### src/rtl/and2_latch_checker_pkg.sv
// Shared types and helpers for the AND2 stimulus/response checker.
// Latency: n/a (types and a pure function only).
// Backpressure: n/a.
package and2_latch_checker_pkg;

  typedef enum logic [1:0] {
    IDLE = 2'd0,
    RUN  = 2'd1,
    DONE = 2'd2
  } state_t;

  // Width of the a/b stimulus pattern counter.
  localparam int PAT_W = 2;

  // Saturating add of a 0..3 increment onto an accumulator, clamped at max.
  function automatic logic [31:0] sat_add(input logic [31:0] acc,
                                          input logic [1:0]  inc,
                                          input logic [31:0] max);
    logic [32:0] sum;
    sum = {1'b0, acc} + {31'd0, inc};
    if (sum > {1'b0, max}) begin
      return max;
    end
    return sum[31:0];
  endfunction

endpackage

### src/rtl/and2_latch_sat_counter.sv
// Saturating error accumulator: adds 0..3 per enabled cycle, clamps at all-ones.
// Latency: count visible one cycle after the enabled increment.
// Backpressure: none; clear wins over increment, reset wins over everything.
module and2_latch_sat_counter
  import and2_latch_checker_pkg::*;
#(
  parameter int W = 8
) (
  input  logic         clk,
  input  logic         rst,
  input  logic         clr,
  input  logic         en,
  input  logic [1:0]   inc,
  output logic [W-1:0] cnt
);

  localparam logic [31:0] MAX = (32'd1 << W) - 32'd1;

  // Accumulate with clamping so the count never wraps back toward zero.
  always_ff @(posedge clk) begin
    if (rst || clr) begin
      cnt <= '0;
    end else if (en) begin
      cnt <= W'(sat_add(32'(cnt), inc, MAX));
    end
  end

endmodule

### config.mk
export PLATFORM = sky130hd
export DESIGN_NAME = and2_latch_sat_counter
export DESIGN_NICKNAME = d
export VERILOG_FILES = /design/src/rtl/and2_latch_checker_pkg.sv /design/src/rtl/and2_latch_sat_counter.sv
export SDC_FILE = /design/constraint.sdc
export NUM_CORES = 1
export LEC_CHECK = 0
export BUFFER_PORTS_ARGS = -buffer_cell sky130_fd_sc_hd__buf_2
export CAP_MARGIN = 10
export CORE_AREA = 5 5 42 44
export DETAILED_ROUTE_END_ITERATION = 7
export DIE_AREA = 0 0 47 49
export GPL_ROUTABILITY_DRIVEN = 1
export SETUP_SLACK_MARGIN = 0.5
export SYNTH_ARGS = -nofsm -noshare
export SYNTH_HDL_FRONTEND = slang
export SYNTH_SLANG_ARGS = --single-unit
### constraint.sdc
create_clock -name clk -period 5.39 [get_ports clk]
set_clock_uncertainty 0.05 [all_clocks]
set_input_delay 1.617 -clock clk [delete_from_list [all_inputs] [get_ports clk]]
set_output_delay 1.617 -clock clk [all_outputs]
set_load 0.02 [all_outputs]
# Yosys cells after proc, flatten, opt, wreduce, memory -nomap -nowiden
# Cells that the tools add are included.
[totals]
register_bits = 8
wordCells = 9
output_inout_bits = 8
input_bits = 6
[op_classes]
magnitude_cmp = 1
add_sub_neg = 1
mux = 5
n_reduce_logical = 1
[op_table]
columns = ["op", "count"]
rows = [
  ["two-way mux 8 bit", 2],
  ["adder 8 x 2 -> 9 bit", 1],
  ["greater-than comparator 9 x 8 -> 1 bit (second input constant)", 1],
  ["two-way mux 1 bit", 3],
  ["logical OR 1 bit", 1],
]

# Longest topological paths before layout
[depth]
depth_word = 6
mapped_depth = 5
ltp_nobuf = 5

# Least setup slack after synthesis
# Ideal clock, no wire load.
[synth_path]
path_type = "input to register"
from = "in inc[0]"
to = "reg cnt[6]"
cell_stages = 5
path_slack_ps = 2463
n_path_buf = 0
setup_ps = 78
t_arrival_ps = 2799
required_time_ps = 5262
cell_sequence = "ha_1 fa_1 and4_1 and4_2 nor3_1"
[synth_between]
elab_chain_cells = 6
[synth_lines]
columns = ["item", "line_no", "rtl"]
rows = [
  ["start: declaration", "and2_latch_sat_counter.sv:13", "input logic [1:0] inc,"],
  ["adder 8 x 2 -> 9 bit *", "and2_latch_checker_pkg.sv:20", "sum = {1'b0, acc} + {31'd0, inc};"],
  ["greater-than comparator 9 x 8 -> 1 bit", "and2_latch_checker_pkg.sv:21", "if (sum > {1'b0, max}) begin"],
  ["two-way mux 1 bit", "and2_latch_checker_pkg.sv:21", ""],
  ["two-way mux 1 bit", "and2_latch_sat_counter.sv:23", "end else if (en) begin"],
  ["two-way mux 1 bit", "and2_latch_sat_counter.sv:21", "if (rst || clr) begin"],
  ["two-way mux 8 bit *", "and2_latch_checker_pkg.sv:24", "return sum[31:0];"],
  ["end signal: assignment", "and2_latch_sat_counter.sv:24", "cnt <= W'(sat_add(32'(cnt), inc, MAX));"],
  ["end: declaration", "and2_latch_sat_counter.sv:14", "output logic [W-1:0] cnt"],
]
# Mark *: on every way between the ends. The rest lies on a longest branch, timed or not. The select of a mux whose other input is x is not followed.
# A chain may end at the register's enable or synchronous reset.

# Worst setup path in the final report
# Same ends and word-level chain as after synthesis.

==> out/summary.log <==
qor: synthesis.synth_cell_type_count 25
qor: worst_setup_path.crit_chain buf_2, ha_1, fa_1, and4_1, and4_2, nor3_1
qor: global_route.via_count_of_the_first_global_routing_pass 371
qor: synthesis.synth-async-reset-ratio 0
qor: worst_setup_path.timing.setup.critical_path_class in -> reg
qor: cells_and_area.max_flop_register cnt
qor: flow_run.cap_viol_max_count 0
qor: worst_setup_path.crit-reg2reg-capture cnt[6]$_SDFFE_PP0P_
qor: synthesis.synth_top_family_by_area simple AND/OR/NAND/NOR gates
qor: routing.route.antenna.remaining_nets 0
qor: routing.met3_length 65 um
qor: synthesis.complex_gate_fraction_of_the_synthesized_area 0.235
qor: worst_setup_path.slowest_delay 0.40 ns
qor: min_path.min_path_type reg -> reg
qor: synthesis.synth.mux.area_fraction 0
qor: routing.detail_route.wirelength.met1 487 um
qor: global_route.global_route_wire_length_before_repair 1.53 mm
qor: worst_setup_path.end_kind flop
qor: clock_network.numCtsBuffers 3
qor: routing.drt_iter0_markers 8
qor: synthesis.synth_top_cells_by_count dfxtp_1, a31oi_1, nand2_1, o21ai_0
qor: sta.whs 0.510 ns
qor: floorplanning.fp.dieArea 2300 um^2
qor: routing.drcViolationCount 0
qor: cells_and_area.flow.area_growth_from_synthesis 25.3%
qor: sta.finalCritPeriodShare 0.529
qor: clock_network.clock_latency 0.25 ns
qor: routing.met2RoutedLength 366 um
qor: floorplanning.die-width 47 um
qor: floorplanning.die-height 49 um
qor: synthesis.yosys_warnings 0
qor: synthesis.total_nets_after_synthesis 54
qor: global_route.antenna_found_initial 0
qor: synthesis.avgSynthCellArea 9.45 um^2
qor: sta.timing.final.max_slew_violations 0
qor: cells_and_area.final_cells 77
qor: place.place_worst_setup_slack 2.29 ns
qor: sta.postLayoutSetupSlackWorst 2.54 ns
qor: status.status finished clean
qor: worst_setup_path.r2r_setup_slack 3.69 ns
qor: clock_network.tritoncts yes
qor: floorplanning.initial_utilization 0.304
qor: routing.avgViaCountPerCell 5.27
qor: cells_and_area.number_of_nets_in_the_layout 72
qor: sta.report.final.hold_viol_count 0
qor: synthesis.synth_edf_count 0
qor: cells_and_area.reg_top3 cnt (8)
qor: sta.relSlewSlack 0.731
qor: worst_setup_path.worst_path_fanout_max 5
qor: worst_setup_path.worstSetupStartpointType primary input
qor: routing.vias 406
qor: cells_and_area.largest_register_ffs 8
qor: synthesis.postSynthRegisterBits 8
qor: sta.worstMarginPinSlew 0.404 ns
qor: clock_network.worst_case_clock_buffer_depth 2
qor: clock_network.ctsRootBufferMaster clkbuf_4
qor: synthesis.synthSimpleGateAreaFrac 0.244
qor: place.post_dp_cell_area 510 um^2
qor: cells_and_area.drive_gt1_frac 0.361
qor: worst_setup_path.critical_path.startpoint inc[0]
qor: synthesis.synth_fa_ha_area_frac 0.106
qor: cells_and_area.layout.cell_area.non_filler 533 um^2
qor: routing.drt-pass1-iter-count 4
qor: routing.routedWlPerCell 11.9 um
qor: synthesis.syn_std_cell_area 425 um^2
qor: power_and_ir_drop.vdd.ir_drop.worst 0.0828 mV
qor: sta.grt_setup_unrepaired no
qor: clock_network.ctsHoldBuffers 0
qor: power_and_ir_drop.power_density 217 nW/um^2
qor: floorplanning.num_rows 14
qor: sta.final_number_of_setup_violating_endpoints 0
qor: sta.fin_crit 2.85 ns
qor: worst_setup_path.timing.rr.start cnt[0]$_SDFFE_PP0P_
qor: routing.total_length_of_routed_wires 919 um
qor: floorplanning.pin_count 14
qor: worst_setup_path.worst-r2r-cell-count 5
qor: worst_setup_path.cp_slowest_cell fa_1
qor: power_and_ir_drop.power.leakage 0.220 nW
qor: synthesis.post_synth_main_area_contributors dfxtp_1, a31oi_1, ha_1, o221a_2, fa_1
qor: clock_network.buffer_count_from_post_cts_setup_fixing 0
qor: clock_network.htree_num_levels 1
qor: clock_network.clkTransAtPathRegs 0.05 ns
qor: routing.route.top_layer_used met3
qor: sta.fmax 350 MHz
qor: place.numPlacedInstances 74
qor: worst_setup_path.critPathArrivalTime 2.97 ns
qor: power_and_ir_drop.p_total 0.116 mW
qor: worst_setup_path.timing.critical_path.to cnt[6]$_SDFFE_PP0P_
qor: place.globalplace.congestion 0.734
qor: global_route.grt_use_total 0.0925
qor: synthesis.post-synth-top-area-fraction 0.376
qor: cells_and_area.antenna_cells 0
qor: synthesis.yosys.area_share.xor_xnor 0.0206
qor: synthesis.post-synth-top-area-cell dfxtp_1
qor: clock_network.clock_sink_count 8
qor: synthesis.post-synth-top-count-cell dfxtp_1
qor: synthesis.post_synthesis_sequential_area_ratio 0.376
qor: global_route.grt_remaining_overflow 0
qor: worst_setup_path.critPathRequiredTime 5.51 ns
qor: synthesis.synth_ff_type dfxtp_1
qor: synthesis.syn-instance-count 45
qor: cells_and_area.final_util 0.380
qor: place.io_buffers 13
qor: sta.setup-tns-final 0 ns
qor: clock_network.post_cts_resize_count 0
qor: floorplanning.floorplan.core_area 1400 um^2
qor: global_route.maximum_number_of_pins_on_one_net_before_global_route_repair 9
routing by layer:
metal,GRT usage,vias to the layer above
li1,-,213
met1,0.144,182
met2,0.102,11
met3,0.0332,0
met4,0.0553,0
met5,0,-
kinds of logic (layout without fill, tap and decap cells):
family                     Yosys count  after routing
buffers and inverters                2             18
AOI/OAI and AO/OA                   14             14
DFF                                  8              8
and+or+nand+nor                     17             17
adders and majority gates            3              3
xor gates and xnor gates             1              1
how the worst min path moves through the flow:
stage	from	to	slack, ns	cells past startpoint
final	cnt[4]$_SDFFE_PP0P_	cnt[4]$_SDFFE_PP0P_	0.51	1
after global routing	cnt[0]$_SDFFE_PP0P_	cnt[0]$_SDFFE_PP0P_	0.54	1
after CTS	cnt[4]$_SDFFE_PP0P_	cnt[4]$_SDFFE_PP0P_	0.51	1
after detailed placement	cnt[4]$_SDFFE_PP0P_	cnt[4]$_SDFFE_PP0P_	0.50	1
after global placement	cnt[0]$_SDFFE_PP0P_	cnt[0]$_SDFFE_PP0P_	0.48	1
after floorplan	cnt[4]$_SDFFE_PP0P_	cnt[4]$_SDFFE_PP0P_	0.54	1
critical path: cells and delay by family:
| family | cells | cell delay [ns] |
|---|---|---|
| and+or+nand+nor | 3 | 0.64 |
| buffers and inverters | 1 | 0.10 |
| adders and majority gates | 2 | 0.61 |
area by class of cell:
| class | instances | area [um^2] |
|---|---|---|
| flip-flops and latches | 8 | 160 |
| clock buffers | 3 | 22.5 |
| multi-input cells | 35 | 258 |
| fillers | 159 | 868 |
| repair buffers | 13 | 65.1 |
| inverters | 2 | 7.51 |
| well taps | 16 | 20.0 |
cells in the final DEF, fill, tap and decap left out:
master / count
buf_2: 13
dfxtp_1: 8
a31oi_1: 4
o21ai_0: 3
nand2_1: 3
clkbuf_4: 3
nand3_1: 2
o221a_2: 2
inv_1: 2
a21oi_1: 2
nor3_1: 2
ha_1: 2
nand4_1: 1
nor2_1: 1
and3_2: 1
nand3_2: 1
o41a_1: 1
or2_2: 1
a311oi_1: 1
and4_1: 1
nor2b_1: 1
and4_2: 1
or4_1: 1
o31ai_1: 1
or3_1: 1
xor2_1: 1
fa_1: 1
report_power, final:
part | internal, mW | switching [mW]
clock network | 0.0254 | 0.0190
registers | 0.0600 | 0.000856
logic | 0.00436 | 0.00594
total | 0.0897 | 0.0258
Note: power is estimated with default switching activity, not from simulation.
